==> src/rtl/seg_scan_pkg.sv <==
// rtl/seg_scan_pkg.sv - shared state type and segment tables for the scan scheduler
//
// Purpose : FSM state enum, the 16 active-high hex segment patterns (G..A)
//           and the all-off pattern used for anodes and cathodes.
// Ports   : none (package)
package seg_scan_pkg;

  typedef enum logic [1:0] {
    ST_CLEAR = 2'd0,
    ST_BLANK = 2'd1,
    ST_DRIVE = 2'd2
  } scan_state_e;

  // Index n holds the pattern for hex digit n, bit order {G,F,E,D,C,B,A}.
  localparam logic [15:0][6:0] HEX_SEG = {
    7'h71, 7'h79, 7'h5E, 7'h39, 7'h7C, 7'h77, 7'h6F, 7'h7F,
    7'h07, 7'h7D, 7'h6D, 7'h66, 7'h4F, 7'h5B, 7'h06, 7'h3F
  };

  // Active-low outputs: all ones means every anode / cathode is off.
  localparam logic [7:0] PAT_BLANK = 8'hFF;

endpackage

==> src/rtl/hex_seg_decode.sv <==
// rtl/hex_seg_decode.sv - combinational hex digit to 7-segment decode
//
// Purpose : map a 4-bit value to its active-high segment pattern.
// Ports   : digit_i [3:0] hex value in
//           seg_o   [6:0] segments {G,F,E,D,C,B,A}, 1 = lit
module hex_seg_decode
  import seg_scan_pkg::*;
(
  input  logic [3:0] digit_i,
  output logic [6:0] seg_o
);

  assign seg_o = HEX_SEG[digit_i];

endmodule

==> src/rtl/seg_scan_scheduler.sv <==
// rtl/seg_scan_scheduler.sv - 8-digit multiplexed 7-segment scan scheduler
//
// Purpose : holds an 8-entry digit buffer, scans it onto 8 common-anode
//           positions with a blanking gap per slot, optional scrolling.
// Ports   : CLK, RST          clock, synchronous active-high reset
//           WR_VALID/WR_READY digit write handshake
//           WR_IDX/WR_DIGIT/WR_DP  physical entry, hex value, decimal point
//           EN_MASK           per-position enable (0 = dark)
//           SCROLL_EN         rotate display every SCROLL_FRAMES frames
//           SSEG_CA/SSEG_AN   active-low cathodes {DP,G..A} / anodes
//           FRAME_DONE        one-cycle pulse at the end of slot 7
module seg_scan_scheduler
  import seg_scan_pkg::*;
#(
  parameter int SCAN_DIV      = 100000,
  parameter int BLANK_CYC     = 4,
  parameter int SCROLL_FRAMES = 250
) (
  input  logic       CLK,
  input  logic       RST,
  input  logic       WR_VALID,
  output logic       WR_READY,
  input  logic [2:0] WR_IDX,
  input  logic [3:0] WR_DIGIT,
  input  logic       WR_DP,
  input  logic [7:0] EN_MASK,
  input  logic       SCROLL_EN,
  output logic [7:0] SSEG_CA,
  output logic [7:0] SSEG_AN,
  output logic       FRAME_DONE
);

  localparam int CW = (SCAN_DIV > 1) ? $clog2(SCAN_DIV) : 1;
  localparam int FW = (SCROLL_FRAMES > 1) ? $clog2(SCROLL_FRAMES) : 1;
  localparam logic [CW-1:0] BLANK_LAST = CW'(BLANK_CYC - 1);
  localparam logic [CW-1:0] DRIVE_LAST = CW'(SCAN_DIV - BLANK_CYC - 1);
  localparam logic [FW-1:0] FRM_LAST   = FW'(SCROLL_FRAMES - 1);

  scan_state_e   state_q;
  logic [2:0]    clr_idx_q;
  logic [2:0]    ptr_q;
  logic [2:0]    off_q;
  logic [CW-1:0] cyc_q;
  logic [FW-1:0] frm_q;
  logic          frame_done_q;
  logic [7:0]    an_q, an_d;
  logic [7:0]    ca_q, ca_d;

  logic [3:0]    digit_q [8];
  logic [7:0]    dp_q;

  logic [2:0]    sel_idx;
  logic [6:0]    sel_seg;
  logic          wr_fire;
  logic          drive_end;

  // Position ptr shows entry ptr+offset; the 3-bit sum wraps mod 8.
  assign sel_idx = ptr_q + off_q;

  hex_seg_decode u_dec (
    .digit_i (digit_q[sel_idx]),
    .seg_o   (sel_seg)
  );

  // Gated by RST so a write offered during reset never looks accepted.
  assign WR_READY   = (state_q != ST_CLEAR) && !RST;
  assign wr_fire    = WR_VALID && WR_READY;
  assign drive_end  = (state_q == ST_DRIVE) && (cyc_q == DRIVE_LAST);

  assign SSEG_AN    = an_q;
  assign SSEG_CA    = ca_q;
  assign FRAME_DONE = frame_done_q;

  always_comb begin
    an_d = PAT_BLANK;
    ca_d = PAT_BLANK;
    if (state_q == ST_DRIVE && EN_MASK[ptr_q]) begin
      an_d = ~(8'h01 << ptr_q);
      ca_d = ~{dp_q[sel_idx], sel_seg};
    end
  end

  always_ff @(posedge CLK) begin
    if (RST) begin
      state_q      <= ST_CLEAR;
      clr_idx_q    <= 3'd0;
      ptr_q        <= 3'd0;
      off_q        <= 3'd0;
      cyc_q        <= '0;
      frm_q        <= '0;
      frame_done_q <= 1'b0;
      an_q         <= PAT_BLANK;
      ca_q         <= PAT_BLANK;
    end else begin
      an_q         <= an_d;
      ca_q         <= ca_d;
      frame_done_q <= 1'b0;

      if (wr_fire) begin
        digit_q[WR_IDX] <= WR_DIGIT;
        dp_q[WR_IDX]    <= WR_DP;
      end

      case (state_q)
        ST_CLEAR: begin
          digit_q[clr_idx_q] <= 4'd0;
          dp_q[clr_idx_q]    <= 1'b0;
          clr_idx_q          <= clr_idx_q + 3'd1;
          if (clr_idx_q == 3'd7) begin
            state_q <= ST_BLANK;
            ptr_q   <= 3'd0;
            cyc_q   <= '0;
          end
        end
        ST_BLANK: begin
          if (cyc_q == BLANK_LAST) begin
            state_q <= ST_DRIVE;
            cyc_q   <= '0;
          end else begin
            cyc_q <= cyc_q + CW'(1);
          end
        end
        ST_DRIVE: begin
          if (drive_end) begin
            state_q <= ST_BLANK;
            cyc_q   <= '0;
            ptr_q   <= ptr_q + 3'd1;
            if (ptr_q == 3'd7) begin
              frame_done_q <= 1'b1;
              if (SCROLL_EN) begin
                if (frm_q == FRM_LAST) begin
                  frm_q <= '0;
                  off_q <= off_q + 3'd1;
                end else begin
                  frm_q <= frm_q + FW'(1);
                end
              end
            end
          end else begin
            cyc_q <= cyc_q + CW'(1);
          end
        end
        default: state_q <= ST_CLEAR;
      endcase

      // A disabled scroll restarts a full count when it is re-enabled.
      if (!SCROLL_EN) frm_q <= '0;
    end
  end

endmodule

==> config.mk <==
export PLATFORM = sky130hd
export DESIGN_NAME = seg_scan_scheduler
export DESIGN_NICKNAME = d
export VERILOG_FILES = /design/src/rtl/seg_scan_pkg.sv /design/src/rtl/hex_seg_decode.sv /design/src/rtl/seg_scan_scheduler.sv
export SDC_FILE = /design/constraint.sdc
export NUM_CORES = 1
export LEC_CHECK = 0
export CAP_MARGIN = 20
export CORE_MARGIN = 2
export CORE_UTILIZATION = 30
export DETAILED_ROUTE_END_ITERATION = 10
export GPL_ROUTABILITY_DRIVEN = 1
export SLEW_MARGIN = 40
export SYNTH_ARGS = -nofsm -noshare
export SYNTH_HDL_FRONTEND = slang
export SYNTH_SLANG_ARGS = --single-unit
==> constraint.sdc <==
create_clock -name CLK -period 4.4 [get_ports CLK]
set_input_delay 0.66 -clock CLK [delete_from_list [all_inputs] [get_ports CLK]]
set_output_delay 0.66 -clock CLK [all_outputs]
set_load 0.1 [all_outputs]
After elaboration in Yosys (flattened, before gate mapping)
Memories as Yosys holds them, arrays and structs flattened.
Cells that the tools add are included.
W data, S select, Z words.
{"block": "op_classes", "mux": 35, "order_cmp": 7, "mul": 0, "shifts": 1, "bitwise": 8, "addsub": 6, "reduce_logical": 20, "eq_ne": 10, "div": 0}
{"operator": "$mux W17", "n": 3}
{"operator": "$pmux W17 S3", "n": 1}
{"operator": "$mux W8", "n": 4}
{"operator": "$not A8 Y8", "n": 3}
{"operator": "$add A17 B1 Y17 const B", "n": 1}
{"operator": "$eq A17 B17 Y1 const B", "n": 1}
{"operator": "$eq A17 B2 Y1 const B", "n": 1}
{"operator": "$lt A3 B4 Y1 const B", "n": 4}
{"operator": "$mux W1", "n": 12}
{"operator": "$add A3 B1 Y3 const B", "n": 3}
{"operator": "$mux W3", "n": 3}
{"operator": "$reduce_and A3 Y1", "n": 3}
{"operator": "$add A8 B1 Y8 const B", "n": 1}
{"operator": "$and A8 B8 Y8", "n": 1}
{"operator": "$bwmux W8", "n": 1}
{"operator": "$eq A8 B8 Y1 const B", "n": 1}
{"operator": "$shl A1 B3 Y8 const A", "n": 1}
{"operator": "$mux W7", "n": 1}
{"operator": "$bmux W1 S3", "n": 2}
{"operator": "$demux W1 S3", "n": 2}
{"operator": "$eq A3 B3 Y1 const B", "n": 2}
{"operator": "$ge A3 B1 Y1 const B", "n": 2}
{"operator": "$logic_and A1 B1 Y1", "n": 6}
{"operator": "$mux W2", "n": 3}
{"operator": "18 further kinds", "n": 25}
{"block": "word_totals", "ff_bits": 61, "latchBits": 0, "ram_bits": 32, "n_memories": 2, "in_bits": 20, "rom_bits": 112}
{"memory": "(no name shown)", "words": 16, "width": 7, "rd": 1, "rd_ports_with_merged_regs": 0, "write_ports": 0, "line_no": "hex_seg_decode.sv:13", "text": "assign seg_o = HEX_SEG[digit_i];"}
{"memory": "digit_q", "words": 8, "width": 4, "rd": 1, "rd_ports_with_merged_regs": 0, "write_ports": 1, "line_no": "seg_scan_scheduler.sv:49", "text": "logic [3:0] digit_q [8];"}

Logic depth before layout (Yosys ltp)
Gate-level depths: netlist of the first run.
{"block": "logic_depth", "ltp_word": 9, "mapped_depth": 12}

Hierarchy
A second synthesis of the first run with hierarchy kept.
{"block": "hier_totals", "hier_cells": 435, "area_unflattened_um2": 4638.2}
{"mod": "seg_scan_scheduler", "area_each_um2": 4347.9, "cells_each": 402, "instances": 1, "seq_area_each_um2": 2262.2}
{"mod": "hex_seg_decode", "area_each_um2": 290.3, "cells_each": 33, "instances": 1, "seq_area_each_um2": 0.0}

Worst setup path before layout of the first run
OpenSTA, ideal clock, no wires.
{"block": "synth_timing", "path_type": "input-to-reg", "from": "in RST", "to": "reg dp_q[7] (data pin)", "required_time_ps": 4117, "path_buffers": 1, "setup_ps": 283, "arrival_time_ps": 2791, "cell_stages": 6, "slack_ps": 1325, "cell_sequence": "buf_2 nor2_1 and3_1 nand3_1 mux2i_1 a41oi_1"}
{"block": "synth_between", "elab_chain_cells": 7}
{"element": "start, declared", "line_no": "seg_scan_scheduler.sv:20", "text": "input logic RST,"}
{"element": "$logic_not A1 Y1 (*)", "line_no": "seg_scan_scheduler.sv:66", "text": "assign WR_READY = (state_q != ST_CLEAR) && !RST;"}
{"element": "$logic_and A1 B1 Y1 (*)", "line_no": "seg_scan_scheduler.sv:66"}
{"element": "net WR_READY", "line_no": "seg_scan_scheduler.sv:22", "text": "output logic WR_READY,"}
{"element": "$logic_and A1 B1 Y1 (*)", "line_no": "seg_scan_scheduler.sv:67", "text": "assign wr_fire = WR_VALID && WR_READY;"}
{"element": "$mux W8 (*)", "line_no": "seg_scan_scheduler.sv:99", "text": "if (wr_fire) begin"}
{"element": "$mux W8 (*)", "line_no": "seg_scan_scheduler.sv:84", "text": "if (RST) begin"}
{"element": "$and A8 B8 Y8 (no line)"}
{"element": "$mux W8 (*)", "line_no": "seg_scan_scheduler.sv:104", "text": "case (state_q)"}
{"element": "end signal, assigned by index", "line_no": "seg_scan_scheduler.sv:101", "text": "dp_q[WR_IDX] <= WR_DP;"}
{"element": "end signal, assigned by index", "line_no": "seg_scan_scheduler.sv:107", "text": "dp_q[clr_idx_q] <= 1'b0;"}
{"element": "end, declared", "line_no": "seg_scan_scheduler.sv:50", "text": "logic [7:0] dp_q;"}
Mark *: on every way through the listed nets, which the timed path passes. The rest lies on a longest branch. The select of a mux whose other input is x is not followed.
A chain may end at the register's enable or synchronous reset.

Worst setup path in the final report of the first run
{"block": "layout_timing", "from": "reg ptr_q[0]", "to": "reg ca_q[0] (netlist: SSEG_CA[0])"}
{"block": "layout_between", "elab_chain_cells": 5, "elab_cells_between_ends": 10}
{"element": "start, declared", "line_no": "seg_scan_scheduler.sv:41", "text": "logic [2:0] ptr_q;"}
{"element": "start signal, assigned", "line_no": "seg_scan_scheduler.sv:127", "text": "ptr_q <= ptr_q + 3'd1;"}
{"element": "$add A3 B3 Y3 / $bmux W1 S3 (equally long branches)", "line_no": "seg_scan_scheduler.sv:58, seg_scan_scheduler.sv:77"}
{"element": "$mem_v2 Z8 W4 / $mux W1 (equally long branches)"}
{"element": "$mem_v2 Z16 W7 / $logic_and A1 B1 Y1 (equally long branches)"}
{"element": "$mux W7 (not written as such) / $not A1 Y1 (equally long branches)"}
{"element": "$not A8 Y8 / $reduce_or A2 Y1 (equally long branches)"}
{"element": "end signal, assigned", "line_no": "seg_scan_scheduler.sv:93", "text": "ca_q <= PAT_BLANK;"}
{"element": "end signal, assigned", "line_no": "seg_scan_scheduler.sv:96", "text": "ca_q <= ca_d;"}
{"element": "end, declared", "line_no": "seg_scan_scheduler.sv:47", "text": "logic [7:0] ca_q, ca_d;"}
Parallel ways exist; a longest one is shown, timed or not. The select of a mux whose other input is x is not followed.

==> impl_metrics.ini, run 1 <==
[outcome]
status = finished clean

[timing]
min_period_over_period_pct = 72.03
setup_tns_ns = 0
grt_setup_unrepaired = no
min_period_ns = 3.170
fin_ws_ns = 1.231
max_freq_ghz = 0.3155
setup_viol = 0
slew-limit-headroom_pct = 51.34
drv_slew = 0
hold_violations = 0
hold_slack_ns = 0.5005
clock_skew_ns = 0.01018
worst_pin_slew_ns = 0.7284

[finish]
fin_util_pct = 35.63
layout.cells.most_common_list = dfxtp_1, nor2_1, nand2_1
fillers = 1479
areaGrowthSynthToFinish_pct = 16.86
insertedDiodeCount = 0
final_common_cell = dfxtp_1
nets = 518
fin_cells = 666
drive_gt1_share_pct = 12.13

[global_routing]
grt_first_pass_wirelength_mm = 16.04
gr-usage-met1_pct = 13.98
grt_overflow_total = 0
grt_max_degree = 19
first_global_vias = 3260
antenna_found_initial = 0
grt_util_all_layers_pct = 12.38
top_usage_layer = met2
met3_usage_pct = 3.673
grtUsageMet2_pct = 22.81

[cts]
clkTransAtPathRegs_ns = 0.07
cts_inserted_buffers = 9
cts_resized = 0
cts_tree = yes
clk_latency_ns = 0.35
cts-hold-fix-buffers = 0
cts-root-buf = clkbuf_16
cts_sinks = 93
post_cts.repair.setup_buffers = 0
cts_buffer_depth = 2
htreeDepth = 3

[route]
routed_via_density = 4.989
drt-pass1-iter-count = 4
drt_wl_total_mm = 9.511
drcViolationCount = 0
routedWlPerCell_um = 14.28
vias = 3323
antenna_left = 0
dr.first_iter.drc_count = 130

[synth]
yosysWarnings = 0
yosysTopAreaCell = edfxtp_1
netlist_area_sq_um = 4601
ys_types = 44
syn-num-nets = 487
synth_edf_count = 40
synth_ff_type = dfxtp_1
ys_ff_latch = 93
synthArstFlopShare_pct = 0
ys_seq_area_share_pct = 49.17
synth.top_cell.area_share_pct = 26.11
avgSynthCellArea_sq_um = 10.41
syn_inst = 442
synthTopCellsByArea = edfxtp_1, dfxtp_1, ha_1

[critical_path]
start_kind = register
cp_max_fo = 13
max_stage_delay_ns = 0.83
worstSetupPathType = register to register
cp_top_family = adder cells
path_buf_inv = 1
cp.required_ns = 4.63
crit_path_end_kind = register
path_cells = ha_1 > inv_1 > fa_1 > mux4_2 > mux2i_2 > nor2b_1 > a22o_1 > o21ai_1
arrival_ns = 3.40
slowest_stage = fa_1

[floorplan]
die-area_sq_um = 16340
start_util_pct = 30.49
die_h_um = 127.8
die_w_um = 127.8
core_sq_um = 15090
row_count = 45
pin_count = 38

[placed_design]
hpwl_mm = 6.957
gp_congestion = 0.8067
placed_cells = 650
pre_cts_slack_ns = 1.067
port_buffers = 37

[worst_hold_path]
hp-class = register to register

[power]
cellPowerDensity_nw_per_um2 = 421.2
peakVddDrop_mv = 0.1963
power.leakage_nw = 1.931

[job]
maxCapViolations = 0
-- cell families after synthesis --
group / synth area share [%]
buffers and inverters: 3.155
xor gates and xnor gates: 2.774
AOI/OAI and AO/OA: 8.812
muxes: 10.28
DFF: 49.17
and+or+nand+nor: 18.85
adders and majority gates: 6.962
-- synthesized netlist by cell type (8+ instances only) --
cell / instances
dfxtp_1: 53
nand3_1: 17
nor2b_1: 16
nand4_1: 8
nand2_1: 46
a21oi_1: 26
o21ai_0: 11
ha_1: 24
nor3_1: 11
inv_1: 17
xor2_1: 9
mux2i_1: 18
nor2_1: 47
mux4_2: 11
clkbuf_1: 14
a31oi_1: 10
edfxtp_1: 40
-- worst paths after layout --
check	start	endpoint	slack, ns	cells after the start
worst max-delay path	ptr_q[0]	SSEG_CA[0]	1.23	8
worst min-delay path	frm_q[6]	frm_q[6]	0.50	2
worst max register to register	ptr_q[0]	SSEG_CA[0]	1.23	8
worst min register to register	frm_q[6]	frm_q[6]	0.50	2
-- metal layers --
| metal | share of wire (%) | up-vias |
|---|---|---|
| met5 | 0 | - |
| met4 | 1.2 | 0 |
| met3 | 3.0 | 7 |
| met2 | 53 | 46 |
| met1 | 43 | 1612 |
| li1 | - | 1658 |
-- through the flow --
step	area [sq um]	power, mW
floorplan	4601	1.363
global placement	5141	1.463
detailed placement	5056	1.477
CTS	5369	2.288
global route	5376	2.387
finish	5376	2.265
-- worst register-to-register path, cell delays in order (launching register included) --
cell and delay [ns]:
dfxtp_1 0.49, ha_1 0.20, inv_1 0.04, fa_1 0.83
mux4_2 0.40, mux2i_2 0.48, nor2b_1 0.35, a22o_1 0.20
o21ai_1 0.07
-- area by class of cell --
class | count | area (sq um) | area share (%)
Clock inverter | 7 | 87.58 | 1.629
Sequential cell | 93 | 2262 | 42.08
Timing Repair Buffer | 39 | 297.8 | 5.539
Clock buffer | 9 | 225.2 | 4.189
Multi-Input combinational cell | 312 | 2201 | 40.94
Tap cell | 188 | 235.2 | 4.375
Inverter | 18 | 67.56 | 1.257
-- state kept, by name (all words and copies together) (netlist names) --
register / cells
SSEG_AN: 8
off_q: 3
frm_q: 8
ptr_q: 3
SSEG_CA: 8
clr_idx_q: 3
state_q: 2
dp_q: 8
FRAME_DONE: 1
digit_q: 32
cyc_q: 17
-- report_power, final --
part | switching, mW | internal (mW) | total (mW) | leakage (nW)
clock network | 0.353 | 0.454 | 0.807 | 0.154
registers | 0.0421 | 0.986 | 1.03 | 0.803
logic | 0.276 | 0.153 | 0.430 | 0.974
(Power assumes the default switching activity.)
==> run 2: changes to the inputs <==
- clock period: 4.4 -> 3 ns (I/O delays scaled with it)
==> impl_metrics.ini, run 2 (synthesis results as in run 1) <==
[finish]
largest_reg_flops = 32
top_regs = digit_q (32), cyc_q (17)
final_common_cell = dfxtp_1
largest-register = digit_q
drive_gt1_share_pct = 13.55
layout.cells.most_common_list = dfxtp_1, nand2_1, nor2_1
insertedDiodeCount = 0
nets = 527
fillers = 1478
areaGrowthSynthToFinish_pct = 19.39

[critical_path]
cp_max_fo = 13
worstSetupPathType = register to register
cp_top_family = adder cells
slowest_stage = fa_1
start_kind = register
crit_path_end_kind = register
cp.required_ns = 3.23
max_stage_delay_ns = 0.67
arrival_ns = 2.92
path_buf_inv = 3
path_cells = inv_1 > fa_1 > buf_4 > mux4_2 > mux2i_1 > buf_12 > nor2b_1 > a22o_1 > o21ai_1

[global_routing]
grtUsageMet2_pct = 20.86
grt_util_all_layers_pct = 12.25
grt_overflow_total = 0
antenna_found_initial = 0
met3_usage_pct = 3.297
gr-usage-met1_pct = 15.06
first_global_vias = 3387
grt_max_degree = 17
grt_first_pass_wirelength_mm = 15.89
top_usage_layer = met2

[placed_design]
hpwl_mm = 7.113
gp_congestion = 0.8145
port_buffers = 37

[route]
routed_via_density = 4.978
dr.first_iter.drc_count = 141
drcViolationCount = 0
drt-pass1-iter-count = 5
antenna_left = 0
drt_wl_total_mm = 9.449
vias = 3360
routedWlPerCell_um = 14.00

[timing]
max_freq_ghz = 0.3708
setup_tns_ns = 0
grt_setup_unrepaired = no
slew-limit-headroom_pct = 61.58
min_period_ns = 2.697
clock_skew_ns = 0.007424
hold_violations = 0
drv_slew = 0
setup_viol = 0
worst_pin_slew_ns = 0.5719
min_period_over_period_pct = 89.89

[cts]
clk_latency_ns = 0.34
cts-hold-fix-buffers = 0
cts-root-buf = clkbuf_16
cts_sinks = 93
cts_resized = 0
cts_tree = yes
htreeDepth = 3
cts_inserted_buffers = 9
cts_buffer_depth = 2
clkTransAtPathRegs_ns = 0.07
post_cts.repair.setup_buffers = 0

[floorplan]
die-area_sq_um = 16340
core_sq_um = 15090
die_w_um = 127.8
pin_count = 38
row_count = 45
start_util_pct = 30.49
die_h_um = 127.8

[power]
cellPowerDensity_nw_per_um2 = 604.9
peakVddDrop_mv = 0.2976
power.leakage_nw = 2.001
p_total_mw = 3.323

[worst_hold_path]
hp-class = register to register

[outcome]
status = finished clean

[job]
maxCapViolations = 0
run 2: changes by cell type in the layout (fill, tap and decap cells not counted), sizes merged:
| cell | before | now |
|---|---|---|
| buf | 20 | 29 |
| clkinv | 3 | 4 |
| clkinvlp | 0 | 1 |
| inv | 21 | 19 |
run 2: per-stage QoR:
stage | instances | setup WS [ns] | util (%) | hold WS [ns] | cell area, sq um
floorplan | 442 | 0.1442 | - | 0.4473 | 4603
CTS | 675 | 0.2797 | 36.40 | 0.4854 | 5493
global route | 675 | 0.09868 | 36.40 | 0.5091 | 5493
finish | 675 | 0.3033 | 36.40 | 0.4803 | 5493
global placement | 659 | 0.3541 | 34.42 | 0.4658 | 5194
detailed placement | 659 | 0.2817 | 34.42 | 0.4731 | 5194
run 2: final cells by class:
| type | count | area, sq um | share of cell area (%) |
|---|---|---|---|
| Sequential cell | 93 | 2262 | 41.18 |
| Multi-Input combinational cell | 312 | 2196 | 39.98 |
| Timing Repair Buffer | 48 | 432.9 | 7.882 |
| Tap cell | 188 | 235.2 | 4.282 |
| Clock buffer | 9 | 225.2 | 4.100 |
| Clock inverter | 7 | 73.82 | 1.344 |
| Inverter | 18 | 67.56 | 1.230 |
run 2: path summary, 6_finish.rpt:
kind,start,end,slack [ns],cells after the start
worst max-delay path,ptr_q[1],SSEG_CA[0],0.30,9
worst min-delay path,frm_q[4],frm_q[4],0.48,2
worst max register to register,ptr_q[1],SSEG_CA[0],0.30,9
worst min register to register,frm_q[4],frm_q[4],0.48,2
run 2: worst register-to-register path, stage by stage, from the launching register on:
cell and delay [ns]:
dfxtp_1 0.40, inv_1 0.14, fa_1 0.67, buf_4 0.20
mux4_2 0.30, mux2i_1 0.24, buf_12 0.17, nor2b_1 0.22
a22o_1 0.17, o21ai_1 0.06
run 2: routing by layer:
| metal | wire, um | up-vias |
|---|---|---|
| li1 | - | 1670 |
| met1 | 4347 | 1623 |
| met2 | 4646 | 62 |
| met3 | 383 | 5 |
| met4 | 72 | 0 |
| met5 | 0 | - |
run 2: power by group:
part           internal, mW  switching [mW]  total (mW)
registers              1.45          0.0619        1.51
clock network         0.650           0.493        1.14
logic                 0.257           0.415       0.672
total                  2.35           0.969        3.32
==> run 3: changes to the inputs <==
- ABC_AREA: unset -> 1
- ABC_CLOCK_PERIOD_IN_PS: unset -> 3000
- SKIP_CTS_REPAIR_TIMING: unset -> 1
==> impl_metrics.ini, run 3 <==
[outcome]
status = finished clean

[synth]
synth_top_family_by_area = simple AND/OR/NAND/NOR gates
synthArstFlopShare_pct = 0
yosys.area_share.simple_pct = 33.04
synth_ff_type = dfxtp_1
yosysTopAreaCell = edfxtp_1
synthTopCellsByCount = nand2_1, nor2_1, inv_1
ys_types = 34
synth_xor_area_share_pct = 1.524
yosysMostFrequentCell = nand2_1
avgSynthCellArea_sq_um = 7.400
netlist_area_sq_um = 5172
synth_edf_count = 40
ys_ff_latch = 93
synth_mux_area_share_pct = 0
syn_inst = 699
synth.top_cell.area_share_pct = 23.22
yosysWarnings = 0
synthTopCellsByArea = edfxtp_1, dfxtp_1, nand2_1
synth_compound_area_share_pct = 8.104
syn-num-nets = 744
ys_seq_area_share_pct = 43.73
post_synth_fa_ha_maj_area_fraction_pct = 6.193

[critical_path]
cp.required_ns = 3.29
worstSetupPathType = register to register
cp_max_fo = 11
reg2reg_from = off_q[0]
critPathLaunch = off_q[0]
rrSetupSlack_ns = 0.40
crit_path_end_kind = register
start_kind = register
r2r_cells = 13
arrival_ns = 2.89
rr_endpoint = SSEG_CA[3]
cp-endpoint = SSEG_CA[3]

[finish]
largest_reg_flops = 32
fin_util_pct = 35.80
nets = 786
final_cell_area_sq_um = 6106
largest-register = digit_q
top_regs = digit_q (32), cyc_q (17)
layout.cells.most_common_list = nand2_1, nor2_1, inv_1
drive_gt1_share_pct = 8.579
fin_cells = 971
insertedDiodeCount = 0
final_common_cell = nand2_1
areaGrowthSynthToFinish_pct = 18.05

[cts]
clk_latency_ns = 0.35
cts_sinks = 93
htreeDepth = 3
cts-root-buf = clkbuf_16
cts_buffer_depth = 2
clkTransAtPathRegs_ns = 0.07
cts_tree = yes
cts_inserted_buffers = 9

[placed_design]
gp_congestion = 0.8718
place_area_sq_um = 5783
port_buffers = 37
hpwl_mm = 9.092
placed_cells = 955

[timing]
worst_pin_slew_ns = 0.5659
max_freq_ghz = 0.3851
hold_violations = 0
clock_skew_ns = 0.005975
setup_tns_ns = 0
drv_slew = 0
min_period_ns = 2.596
grt_setup_unrepaired = no
slew-limit-headroom_pct = 62.13
min_period_over_period_pct = 86.55
setup_viol = 0

[floorplan]
core_sq_um = 17060
die_h_um = 135.3
row_count = 48
die_w_um = 135.3
start_util_pct = 30.33
pin_count = 38
die-area_sq_um = 18310

[job]
maxCapViolations = 0

[worst_hold_path]
hp-class = register to register

[route]
dr.first_iter.drc_count = 338
antenna_left = 0
drt-pass1-iter-count = 4
routed_via_density = 4.542
drcViolationCount = 0
drt_wl_total_mm = 12.08
vias = 4410
routedWlPerCell_um = 12.44

[global_routing]
grt_util_all_layers_pct = 14.19
grt_overflow_total = 0
grt_max_degree = 20
antenna_found_initial = 0
first_global_vias = 4257
grt_first_pass_wirelength_mm = 20.42

[power]
cellPowerDensity_nw_per_um2 = 668.1
power.leakage_nw = 2.416
peakVddDrop_mv = 0.3184
p_total_mw = 4.079
run 3: cell count changes after synthesis, moves of 9 or more:
cell	before	now
clkbuf_1	14	3
inv_1	17	78
nand3_1	17	61
nand2_1	46	166
mux4_2	11	0
nor2_1	47	128
mux2i_1	18	0
nor2b_1	16	0
o21ai_0	11	30
a31oi_1	10	1
run 3: cell families after synthesis:
family / count (synthesis)
buf+inv: 98
xor+xnor: 9
simple gates: 401
fa+ha+maj: 25
compound gates: 73
flops: 93
run 3: worst min path at each step:
stage / startpoint / endpoint / depth (start not counted)
final: frm_q[7] / frm_q[7] / 2
after global routing: frm_q[7] / frm_q[7] / 2
after CTS: frm_q[7] / frm_q[7] / 2
after detailed placement: frm_q[7] / frm_q[7] / 2
after global placement: frm_q[7] / frm_q[7] / 2
after floorplan: frm_q[5] / frm_q[5] / 2
run 3: area by class of cell:
type | instances | area, sq um
Clock inverter | 6 | 93.84
Multi-Input combinational cell | 508 | 2527
Tap cell | 225 | 281.5
Clock buffer | 10 | 229.0
Timing Repair Buffer | 44 | 390.4
Sequential cell | 93 | 2262
Inverter | 85 | 321.6
Fill cell | 1836 | 10950
run 3: report_power, final:
group	switching (mW)	total, mW	leakage (nW)	internal [mW]
Clock	0.515	1.25	0.154	0.740
Combinational	0.896	1.28	1.46	0.385
Sequential	0.0679	1.54	0.803	1.48
run 3: critical path, cell delays in order (launching register included):
cell	delay, ns
dfxtp_1	0.36
ha_1	0.16
inv_1	0.05
fa_1	0.46
inv_1	0.28
nor2_1	0.08
o21ai_0	0.08
nand2_1	0.09
o21ai_1	0.32
ha_1	0.32
nand3b_1	0.18
nand3_2	0.08
nand2_1	0.05
nand2_1	0.05
run 3: routing by layer:
layer,global-route usage [%],part of all wire (%),vias up
met2,23.60,47,62
met5,0,0,-
li1,-,-,2346
met3,3.255,3.4,14
met4,5.035,1.8,0
met1,18.11,48,1988
run 3: through the flow:
| stage | setup WS, ns | hold WS [ns] |
|---|---|---|
| 2_1_floorplan | 0.3530 | 0.4688 |
| 3_3_place_gp | 0.4685 | 0.4871 |
| 3_5_place_dp | 0.4062 | 0.4996 |
| 4_1_cts | 0.3782 | 0.5096 |
| 5_1_grt | 0.09218 | 0.5380 |
| 6_report | 0.4035 | 0.5099 |
